$ cat config.mk
export PLATFORM = sky130hd
export DESIGN_NAME = fib_sequencer
export DESIGN_NICKNAME = d
export VERILOG_FILES = /design/src/rtl/fib_sequencer.sv
export SDC_FILE = /design/constraint.sdc
export NUM_CORES = 1
export LEC_CHECK = 0
export BUFFER_PORTS_ARGS = -buffer_cell sky130_fd_sc_hd__clkbuf_2
export CORE_AREA = 4 4 64 66
export CTS_CLUSTER_DIAMETER = 150
export DETAILED_ROUTE_END_ITERATION = 10
export DIE_AREA = 0 0 68 70
export GPL_TIMING_DRIVEN = 0
export PLACE_DENSITY = 0.55
export SETUP_SLACK_MARGIN = 0.05
export SYNTH_ARGS = -nofsm -noshare
export SYNTH_HDL_FRONTEND = slang
export SYNTH_SLANG_ARGS = --single-unit
$ cat constraint.sdc
create_clock -name clk -period 3.5 [get_ports clk]
set_input_delay 1.05 -clock clk [delete_from_list [all_inputs] [get_ports clk]]
set_output_delay 1.05 -clock clk [all_outputs]
set_load 0.01 [all_outputs]
$ cat src/rtl/fib_sequencer.sv
// fib_sequencer: turns the start/step push-buttons into a qualified term
// counter (1..N_MAX) for the Fibonacci register-file datapath.
// Free-run and single-step modes, abort via clr, restart after DONE.
// Optional build macro FIB_SEQ_DEBOUNCE_EN adds a DB_CYCLES stability
// filter on each synchronized button before edge detection.
module fib_sequencer #(
  parameter int unsigned CNT_W     = 6,
  parameter int unsigned N_MAX     = 32,
  parameter int unsigned DB_CYCLES = 16
) (
  input  logic             clk,
  input  logic             rst,
  input  logic             start,
  input  logic             step,
  input  logic             step_mode,
  input  logic             clr,
  output logic [CNT_W-1:0] cnt,
  output logic             adv,
  output logic             busy,
  output logic             done
);

  // Elaboration-time parameter legality checks
  if ((N_MAX < 2) || (N_MAX > ((2 ** CNT_W) - 1))) begin : g_bad_n_max
    $error("fib_sequencer: N_MAX out of range for CNT_W");
  end
  if (DB_CYCLES < 1) begin : g_bad_db_cycles
    $error("fib_sequencer: DB_CYCLES must be at least 1");
  end

  typedef enum logic [1:0] {
    S_IDLE  = 2'd0,
    S_RUN   = 2'd1,
    S_PAUSE = 2'd2,
    S_DONE  = 2'd3
  } state_t;

  // Bit 0 carries start, bit 1 carries step throughout the button path
  logic [1:0] sync1_q;
  logic [1:0] sync2_q;
  logic [1:0] btn_lvl;
  logic [1:0] btn_prev_q;
  logic [1:0] btn_pulse;
  logic       start_p;
  logic       step_p;

  // Two-flop synchronizer for both raw buttons
  always_ff @(posedge clk or posedge rst) begin
    if (rst) begin
      sync1_q <= '0;
      sync2_q <= '0;
    end else begin
      sync1_q <= {step, start};
      sync2_q <= sync1_q;
    end
  end

`ifdef FIB_SEQ_DEBOUNCE_EN
  localparam int unsigned DB_W = (DB_CYCLES > 1) ? $clog2(DB_CYCLES) : 1;

  logic [1:0]           flt_q;
  logic [1:0][DB_W-1:0] db_cnt_q;

  // Filtered level follows the synchronized input only after it has
  // disagreed for DB_CYCLES consecutive cycles; any agreement resets the run
  always_ff @(posedge clk or posedge rst) begin
    if (rst) begin
      flt_q    <= '0;
      db_cnt_q <= '0;
    end else begin
      for (int i = 0; i < 2; i++) begin
        if (sync2_q[i] != flt_q[i]) begin
          if (db_cnt_q[i] == DB_W'(DB_CYCLES - 1)) begin
            flt_q[i]    <= sync2_q[i];
            db_cnt_q[i] <= '0;
          end else begin
            db_cnt_q[i] <= db_cnt_q[i] + DB_W'(1);
          end
        end else begin
          db_cnt_q[i] <= '0;
        end
      end
    end
  end

  assign btn_lvl = flt_q;
`else
  assign btn_lvl = sync2_q;
`endif

  // Previous-level flop for rising-edge detection
  always_ff @(posedge clk or posedge rst) begin
    if (rst) begin
      btn_prev_q <= '0;
    end else begin
      btn_prev_q <= btn_lvl;
    end
  end

  assign btn_pulse = btn_lvl & ~btn_prev_q;
  assign start_p   = btn_pulse[0];
  assign step_p    = btn_pulse[1];

  state_t           state_q;
  logic [CNT_W-1:0] cnt_q;
  logic             adv_q;
  logic             busy_q;
  logic             done_q;
  logic             at_max;

  assign at_max = (cnt_q == CNT_W'(N_MAX));

  // Sequencer FSM; busy/done are registered alongside every state change
  always_ff @(posedge clk or posedge rst) begin
    if (rst) begin
      state_q <= S_IDLE;
      cnt_q   <= '0;
      adv_q   <= 1'b0;
      busy_q  <= 1'b0;
      done_q  <= 1'b0;
    end else begin
      adv_q <= 1'b0;
      case (state_q)
        S_IDLE: begin
          cnt_q <= '0;
          if (!clr && start_p) begin
            cnt_q   <= CNT_W'(1);
            adv_q   <= 1'b1;
            busy_q  <= 1'b1;
            state_q <= step_mode ? S_PAUSE : S_RUN;
          end
        end
        S_RUN: begin
          if (clr) begin
            cnt_q   <= '0;
            busy_q  <= 1'b0;
            state_q <= S_IDLE;
          end else if (at_max) begin
            busy_q  <= 1'b0;
            done_q  <= 1'b1;
            state_q <= S_DONE;
          end else if (step_mode) begin
            state_q <= S_PAUSE;
          end else begin
            cnt_q <= cnt_q + CNT_W'(1);
            adv_q <= 1'b1;
          end
        end
        S_PAUSE: begin
          if (clr) begin
            cnt_q   <= '0;
            busy_q  <= 1'b0;
            state_q <= S_IDLE;
          end else if (at_max) begin
            busy_q  <= 1'b0;
            done_q  <= 1'b1;
            state_q <= S_DONE;
          end else if (!step_mode) begin
            state_q <= S_RUN;
          end else if (step_p) begin
            cnt_q <= cnt_q + CNT_W'(1);
            adv_q <= 1'b1;
          end
        end
        S_DONE: begin
          if (clr) begin
            cnt_q   <= '0;
            done_q  <= 1'b0;
            state_q <= S_IDLE;
          end else if (start_p) begin
            cnt_q   <= CNT_W'(1);
            adv_q   <= 1'b1;
            busy_q  <= 1'b1;
            done_q  <= 1'b0;
            state_q <= step_mode ? S_PAUSE : S_RUN;
          end
        end
        default: begin
          cnt_q   <= '0;
          busy_q  <= 1'b0;
          done_q  <= 1'b0;
          state_q <= S_IDLE;
        end
      endcase
    end
  end

  assign cnt  = cnt_q;
  assign adv  = adv_q;
  assign busy = busy_q;
  assign done = done_q;

endmodule

==> results of run 1 <==
-- sequential cells by signal, indices dropped and copies added (netlist names) --
signal      count
sync1_q         2
state_q         2
done            1
cnt             6
busy            1
btn_prev_q      2
btn_lvl         2
adv             1
-- power breakdown --
part           switching [mW]  leakage, nW  internal [mW]
Combinational           0.226        0.304          0.150
Sequential             0.0268        0.214          0.231
Clock                  0.0670       0.0177         0.0426
Total                   0.320        0.535          0.424
-- how the worst min path moves through the flow --
stage	startpoint	end	cells after the start
global route	sync1_q[0]	btn_lvl[0]	0
floorplan	sync1_q[0]	btn_lvl[0]	0
detailed placement	sync1_q[0]	btn_lvl[0]	0
CTS	sync1_q[1]	btn_lvl[1]	0
global placement	sync1_q[1]	btn_lvl[1]	0
finish	sync1_q[1]	btn_lvl[1]	0
-- synthesized netlist by cell type (2+ instances only) --
| cell | number |
|---|---|
| dfrtp_1 | 17 |
| inv_1 | 13 |
| nor2_1 | 8 |
| ha_1 | 7 |
| nand3_1 | 7 |
| o211ai_1 | 7 |
| mux2i_1 | 4 |
| nor2b_1 | 4 |
| o31ai_1 | 4 |
| a21oi_1 | 3 |
| a41oi_1 | 3 |
| clkbuf_1 | 3 |
| nand2_1 | 2 |
| nor3_1 | 2 |
| o21ai_0 | 2 |
| o22ai_1 | 2 |
-- kinds of logic after synthesis --
logic type,count (synthesis),synth area share (%)
AO/OA/AOI/OAI,32,24.1
flip-flops,17,40.9
adder cells (fa/ha/maj),7,8.42
buffers and inverters,17,6.26
multiplexers,4,3.85
AND/OR/NAND/NOR,32,16.5
-- final cells by class --
class	count	area, sq um
fill	386	2380
sequential	17	425
timing repair buffer	14	70.1
inverter	13	48.8
multi-input combinational	75	549
clock inverter	1	5.00
clock buffer	3	22.5
buffer	4	16.3
tap	48	60.1
-- through the flow --
step | cell area [sq um] | utilization [%]
floorplan | 1040 | -
global placement | 1170 | 32.7
detailed placement | 1170 | 32.7
CTS | 1200 | 33.5
global route | 1200 | 33.5
finish | 1200 | 33.5
-- routing by layer --
layer,share of wire (%),up-vias
met5,0,-
met4,0.56,0
met1,48,426
met3,5.1,2
li1,-,438
met2,46,24
==> run metrics, run 1 <==
EDFF count, synth 0; FF-to-FF Start state_q[0]; total track usage 10.6%; r2r worst-path depth 6; Crit path depth 6; post_cts resized 0; first-pass GRT wire length 4060 um; Crit. Startpoint state_q[0]; Worst setup SP type register; detailed-route DRC error count 0; Peak Freq 0.457 GHz; Detailed Place HPWL 1700 um; commonest non-fill, non-tap cells in the layout dfrtp_1 (17), clkbuf_2 (14), inv_1 (13); Final setup viols 0; minimum clock period 2.19 ns; Ys Warns 0; gr busiest metal met2; WP data arrival 2.43 ns; worst slew pin tran 0.650 ns; drt pass-1 iters 4; M3 GR Usage 3.70%; largest net degree at the start of global routing 18; vias post-DR 890; clk sinks 17; Min-Delay Path Class reg -> reg; Placeable Area 3580 sq um; CP endpoint cnt[5]; RSZ-0062 raised after global routing false; placed cell count 171; post-synthesis async set-or-reset flop share 100%; Max-Cap Viols 0; Longest Clk Path Bufs 2; R2R Setup Slk 1.31 ns; WHS 0.357 ns; crit path buf inv count 1; area share of the largest cell type after synthesis 40.9%; Netlist Area Pre-Place 1040 sq um; TritonCTS Buffers 3; io pins 15; Die X-Extent 68 um; Vias/cell 5.09; Largest stage delay, worst path 0.51 ns; flip-flop and latch count after synthesis 17; share of layout cells above drive strength 1 18.1%; Ant. Diodes 0; commonest non-fill, non-tap cell in the layout dfrtp_1; Chip Height 70 um; Pins Over Slew Limit 0; CP max-delay cell or4_1; Post-Route WL 2310 um; Worst-path clk slew 0.11 ns; initial antenna violation count 0; Post-CTS Setup Inserts 0; Clock Latency Late Sink 0.30 ns; CTS Root Cell clkbuf_4; setup TNS 0 ns; Starting Density 29.1%; fin worst setup slack 1.31 ns; DRT antenna net count 0; starting DRC count in detailed routing 21; crit-path leading delay family simple AND/OR/NAND/NOR gates; final net count 141; final non-filler cell total 175; worst-path fanout max 5; kind of critical path reg -> reg; gr ovfl total 0; pre-CTS setup slack 1.03 ns; Leak 0.535 nW; GR Util met2 15.5%; Pwr Total 0.744 mW; Worst Skew 0.0152 ns; Syn Inst Count 109; Synth area leader dfrtp_1; grt met1 use 15.2%; number of global-route vias before repair 874; # port buffers 14; top_reg_cell synth dfrtp_1; CP cell instances inv_1 > ha_1 > or3b_1 > or4_1 > o31ai_1 > o21bai_2; hold buffers post-CTS 0; CP Capture Type register; Netlist cell types 37; htree depth 1; CTS tree done; maximum vdd drop 0.321 mV; status completed; area grow syn2layout 15.2%; Fin. Hold Viols 0; syn_area_per_cell 9.54 sq um; drt wl/cell 13.2 um; WP data required 3.74 ns; ranking of synthesized cells by area dfrtp_1 (41%), ha_1 (8.4%), o211ai_1 (5.1%), inv_1 (4.7%), mux2i_1 (3.9%); GPL Wtd Cong 0.844; # rows 22; share of the cycle needed by the critical path after routing 62.5%; PD cells 621 nW/um^2; Seq/Total Area, Yosys 40.9%; die area 4760 sq um; Synth Net Count 122; R2R Path End cnt[5]; Slew headroom 56.6%
No activity file was read; power rests on OpenSTA's default activity.
==> run 2, diff against run 1 <==
--- a/config.mk
+++ b/config.mk
@@ -5,13 +5,14 @@
 export SDC_FILE = /design/constraint.sdc
 export NUM_CORES = 1
 export LEC_CHECK = 0
+export ABC_AREA = 1
 export BUFFER_PORTS_ARGS = -buffer_cell sky130_fd_sc_hd__clkbuf_2
-export CORE_AREA = 4 4 64 66
+export CORE_AREA = 4 4 65 67
 export CTS_CLUSTER_DIAMETER = 150
 export DETAILED_ROUTE_END_ITERATION = 10
-export DIE_AREA = 0 0 68 70
+export DIE_AREA = 0 0 69 71
 export GPL_TIMING_DRIVEN = 0
-export PLACE_DENSITY = 0.55
+export PLACE_DENSITY = 0.56
 export SETUP_SLACK_MARGIN = 0.05
 export SYNTH_ARGS = -nofsm -noshare
 export SYNTH_HDL_FRONTEND = slang
==> constraint.sdc (replaced) <==
create_clock -name clk -period 2 [get_ports clk]
set_input_delay 0.6 -clock clk [delete_from_list [all_inputs] [get_ports clk]]
set_output_delay 0.6 -clock clk [all_outputs]
set_load 0.01 [all_outputs]
==> run 2 against run 1 <==
Final area is 4.7% higher. Sequential share of layout area is 1.6 points lower. Fmax is 36% higher. Non-clock buffer count is 1 lower. Critical path type unchanged. Routed wire length is 2.8% lower. Synthesized cell count is 39% higher. Register-to-register slack worse by 0.93 ns. Area after synthesis is 3.7% higher.
==> run metrics, run 2 <==
status completed; DRT antenna net count 0; EDFF count, synth 0; WP data required 2.14 ns; Netlist Area Pre-Place 1080 sq um; CTS tree done; worst-path fanout max 10; Max-Cap Viols 0; most frequent cell after synthesis nand2_1; io pins 15; detailed-route DRC error count 0; worst slew pin tran 0.645 ns; Netlist cell types 20; first-pass GRT wire length 3830 um; Clock Latency Late Sink 0.25 ns; starting DRC count in detailed routing 48; total track usage 9.46%; CTS Root Cell clkbuf_8; share of the cycle needed by the critical path after routing 80.7%; Largest register FFs 6; flip-flop and latch count after synthesis 17; Min-Delay Path Class reg -> reg; Post-CTS Setup Inserts 0; GPL Wtd Cong 0.760; largest net degree at the start of global routing 18; post-synthesis mux area share 0%; number of global-route vias before repair 864; Starting Density 29.7%; Pins Over Slew Limit 0; minimum clock period 1.61 ns; Leak 0.685 nW; fin worst setup slack 0.386 ns; Ant. Diodes 0; Slew headroom 56.9%; fraction of the mapped netlist area in compound gates 6.15%; Syn Inst Count 152; Synth area leader dfrtp_1; TritonCTS Buffers 3; pre-CTS setup slack 0.308 ns; kind of critical path reg -> reg; initial antenna violation count 0; share of layout cells above drive strength 1 14.1%; Synth Area in Adders 8.12%; Synth Net Count 165; gr ovfl total 0; post-synthesis async set-or-reset flop share 100%; commonest non-fill, non-tap cells in the layout nand2_1 (50), inv_1 (24), dfrtp_1 (17); Die X-Extent 69 um; Detailed Place HPWL 1710 um; area grow syn2layout 16.2%; CP Capture Type register; PD cells 1040 nW/um^2; Worst Skew 0.00582 ns; setup TNS 0 ns; Ys Warns 0; die area 4900 sq um; Peak Freq 0.620 GHz; area share of the largest cell type after synthesis 39.4%; main combinational cell family by area after synthesis simple AND/OR/NAND/NOR gates; final net count 184; Seq/Total Area, Yosys 39.4%; # port buffers 14; Placeable Area 3630 sq um; syn_area_per_cell 7.10 sq um; hold buffers post-CTS 0; Worst-path clk slew 0.07 ns; fillers 416; Simple-Gate Fraction of Synth Area 35.5%; Longest Clk Path Bufs 2; Fin. Hold Viols 0; XOR/XNOR Fraction of Synth Area 0%; Chip Height 71 um; # rows 22; Vias/cell 4.38; ranking of synthesized cells by area dfrtp_1 (39%), nand2_1 (17%), inv_1 (8.4%), ha_1 (8.1%), nand3_1 (6.5%); Worst setup SP type register; commonest non-fill, non-tap cell in the layout nand2_1; top_reg_cell synth dfrtp_1; drt wl/cell 10.3 um; clk sinks 17; Final setup viols 0; RSZ-0062 raised after global routing false; vias post-DR 955; Post-Route WL 2240 um; WP data arrival 1.75 ns; post_cts resized 0; drt pass-1 iters 4; maximum vdd drop 0.669 mV; htree depth 1; most instantiated cells after synthesis nand2_1 (50), inv_1 (24), dfrtp_1 (17)
==> run 2: cell types whose count changed after synthesis, sizes merged, moves of 6 or more <==
cell / change
nand3: +7
o21ai: +6
o211ai: -7
nand2: +49
inv: +12
==> run 2: worst max-delay path, stage by stage, from the launching register on <==
cell and delay, ns:
dfrtp_1 0.45, inv_1 0.13, ha_1 0.18, nand3_1 0.12, nor2_4 0.15, nand2_1 0.09
nand2_1 0.09, nor2_2 0.04, buf_6 0.13, nand2_1 0.06, o21ai_0 0.07
==> run 2: per-stage QoR <==
step | cell area, sq um | util (%) | cells | hold WS [ns] | power [mW]
finish | 1250 | 34.5 | 218 | 0.347 | 1.31
global route | 1250 | 34.5 | 218 | 0.354 | 1.42
CTS | 1250 | 34.5 | 218 | 0.351 | 1.32
detailed placement | 1210 | 33.3 | 214 | 0.335 | 1.06
global placement | 1210 | 33.3 | 214 | 0.333 | 1.06
floorplan | 1080 | - | 152 | 0.331 | 0.898
==> run 2: layout make-up <==
type | count | area, sq um | share of cell area (%)
multi-input combinational | 107 | 537 | 42.8
tap | 48 | 60.1 | 4.79
sequential | 17 | 425 | 33.9
timing repair buffer | 14 | 70.1 | 5.59
buffer | 3 | 22.5 | 1.80
clock buffer | 4 | 45.0 | 3.59
inverter | 25 | 93.8 | 7.49
==> run 2: kinds of logic (layout without fill, tap and decap cells) <==
logic type	after synthesis	after routing
DFF	17	17
and+or+nand+nor	87	87
buffers and inverters	28	46
AOI/OAI and AO/OA	13	13
adders and majority gates	7	7
==> run 2: path summary, 6_finish.rpt <==
kind | start | end | slack [ns] | depth (start not counted)
min in group asynchronous | rst | cnt[3] | 0.41 | 2
setup / recovery | cnt[0] | cnt[3] | 0.39 | 10
hold / removal | sync1_q[1] | btn_lvl[1] | 0.35 | 0
max in group asynchronous | rst | btn_prev_q[0] | 1.17 | 2
setup reg to reg | cnt[0] | cnt[3] | 0.39 | 10
hold reg to reg | sync1_q[1] | btn_lvl[1] | 0.35 | 0
==> run 2: per-layer routing <==
layer,share of wire [%],track usage [%],vias up
met5,0,0,-
met4,0.85,1.95,0
met3,5.5,3.27,2
met2,44,14.9,22
met1,50,12.6,423
li1,-,-,508
==> run 2: power by group <==
part	switching, mW	internal (mW)	total [mW]	leakage (nW)
Sequential	0.0512	0.407	0.459	0.215
Clock	0.112	0.141	0.253	0.0228
Combinational	0.385	0.209	0.594	0.448
Total	0.548	0.758	1.31	0.685
==> run 3, diff against run 2 <==
--- a/config.mk
+++ b/config.mk
@@ -12,7 +12,7 @@
 export DETAILED_ROUTE_END_ITERATION = 10
 export DIE_AREA = 0 0 69 71
 export GPL_TIMING_DRIVEN = 0
-export PLACE_DENSITY = 0.56
+export PLACE_DENSITY = 0.55
 export SETUP_SLACK_MARGIN = 0.05
 export SYNTH_ARGS = -nofsm -noshare
 export SYNTH_HDL_FRONTEND = slang
==> constraint.sdc (replaced) <==
create_clock -name clk -period 1.5 [get_ports clk]
set_input_delay 0.45 -clock clk [delete_from_list [all_inputs] [get_ports clk]]
set_output_delay 0.45 -clock clk [all_outputs]
set_load 0.01 [all_outputs]
==> run 3 against run 2 <==
Combinational power is 110% higher. Flip-flop and latch count stayed put. Critical path type unchanged. Fmax is 9.4% higher. Final area is 19% higher. Highest routed layer unchanged. Via count is 6.5% higher. Clock power is 37% higher. Critical path depth is 2 higher.
==> run metrics, run 3 (synthesis gave the netlist of run 2 again) <==
CP max-delay cell dfrtp_2; Final Cell Area 1490 sq um; Clock Latency Late Sink 0.25 ns; clk sinks 17; Ant. Diodes 0; Longest Clk Path Bufs 2; DRT antenna net count 0; Max-Cap Viols 0; number of global-route vias before repair 1005; Detailed Place HPWL 1700 um; PD cells 1480 nW/um^2; final net count 193; Die X-Extent 69 um; Worst setup SP type register; crit-path leading delay family flip-flops; first-pass GRT wire length 4460 um; Final setup viols 0; largest net degree at the start of global routing 18; starting DRC count in detailed routing 40; share of the cycle needed by the critical path after routing 98.3%; setup TNS 0 ns; Pins Over Slew Limit 0; # rows 22; drt pass-1 iters 4; Chip Height 71 um; Slew headroom 56.2%; commonest non-fill, non-tap cells in the layout nand2_1 (41), inv_1 (16), clkbuf_2 (14); GPL Wtd Cong 0.833; drt wl/cell 11.4 um; placed cell count 214; Starting Density 29.7%; CTS tree done; io pins 15; worst-path fanout max 5; initial antenna violation count 0; WP data required 1.64 ns; CP Capture Type register; kind of critical path reg -> reg; final non-filler cell total 227; WP data arrival 1.62 ns; Worst Skew 0.00420 ns; Placed Area 1220 sq um; vias post-DR 1017; crit path buf inv count 4; Peak Freq 0.678 GHz; die area 4900 sq um; Post-Route WL 2580 um; Placeable Area 3630 sq um; htree depth 1; minimum clock period 1.47 ns; # port buffers 14; commonest non-fill, non-tap cell in the layout nand2_1; Leak 0.738 nW; maximum vdd drop 0.994 mV; Worst-path clk slew 0.07 ns; TritonCTS Buffers 3; Vias/cell 4.48; total track usage 11.0%; CTS Root Cell clkbuf_8; status completed; CP cell instances inv_4 > ha_4 > inv_2 > nor2_4 > nand2_1 > nand2_2 > inv_2 > nand2_2 > nor2_4 > buf_6 > nand2_1 > o21ai_1; share of layout cells above drive strength 1 39.1%; post-layout util 40.9%; gr ovfl total 0; worst slew pin tran 0.657 ns; area grow syn2layout 37.8%; Largest stage delay, worst path 0.46 ns; RSZ-0062 raised after global routing true; detailed-route DRC error count 0; Fin. Hold Viols 0; Min-Delay Path Class in -> async; Largest register FFs 6
run 3: cell types whose count changed in the layout (fill, tap and decap cells not counted), sizes merged:
cell / delta
clkinv: +1
clkbuf: -2
buf: +10
run 3: worst paths after layout:
kind                            start          to  slack [ns]  depth (start not counted)
max                        state_q[0]      cnt[3]        0.03                         12
min                               rst         adv        0.26                          2
max reg2reg                state_q[0]      cnt[3]        0.03                         12
min reg2reg                sync1_q[1]  btn_lvl[1]        0.35                          0
max in group asynchronous         rst  state_q[1]        0.78                          2
min in group clk                 step  sync1_q[1]        0.30                          1
run 3: timing repair:
item	in CTS	in global routing
endpoints found under the setup margin	11	10
gates resized for setup	32	15
gates cloned	1	0
hold endpoints to repair	0	0
buffers inserted	8	1
hold buffers	0	0
pin swaps	10	10
run 3: per-stage QoR:
| step | power [mW] | hold slack, ns | setup WS, ns |
|---|---|---|---|
| detailed placement | 1.42 | 0.335 | -0.0958 |
| finish | 2.20 | 0.261 | 0.0253 |
| CTS | 2.03 | 0.286 | 0.0135 |
| floorplan | 1.21 | 0.331 | 0.0559 |
| global placement | 1.43 | 0.333 | -0.104 |
| global route | 2.40 | 0.301 | -0.0753 |
run 3: routing by layer:
metal | vias up | GRT usage [%] | wire length (um)
met5 | - | 0 | 0
met4 | 0 | 2.17 | 36
met3 | 4 | 3.13 | 134
met2 | 23 | 18.9 | 1240
met1 | 459 | 13.8 | 1170
li1 | 531 | - | -
run 3: worst reg2reg max path, cell delays in order (launching register included):
cell and delay, ns:
dfrtp_2 0.46, inv_4 0.10, ha_4 0.15, inv_2 0.04
nor2_4 0.10, nand2_1 0.07, nand2_2 0.06, inv_2 0.03
nand2_2 0.06, nor2_4 0.05, buf_6 0.13, nand2_1 0.06
o21ai_1 0.05
run 3: where the power goes:
group | internal [mW] | leakage (nW) | total, mW | switching [mW]
combinational | 0.525 | 0.503 | 1.22 | 0.694
clock | 0.184 | 0.0255 | 0.346 | 0.162
sequential | 0.551 | 0.209 | 0.635 | 0.0842
run 3: cell type report:
| cell class | count | area (sq um) |
|---|---|---|
| buffer | 2 | 18.8 |
| clock buffer | 3 | 41.3 |
| clock inverter | 1 | 5.00 |
| fill | 379 | 2150 |
| inverter | 25 | 98.8 |
| multi-input combinational | 107 | 679 |
| sequential | 17 | 430 |
| tap | 48 | 60.1 |
| timing repair buffer | 24 | 153 |
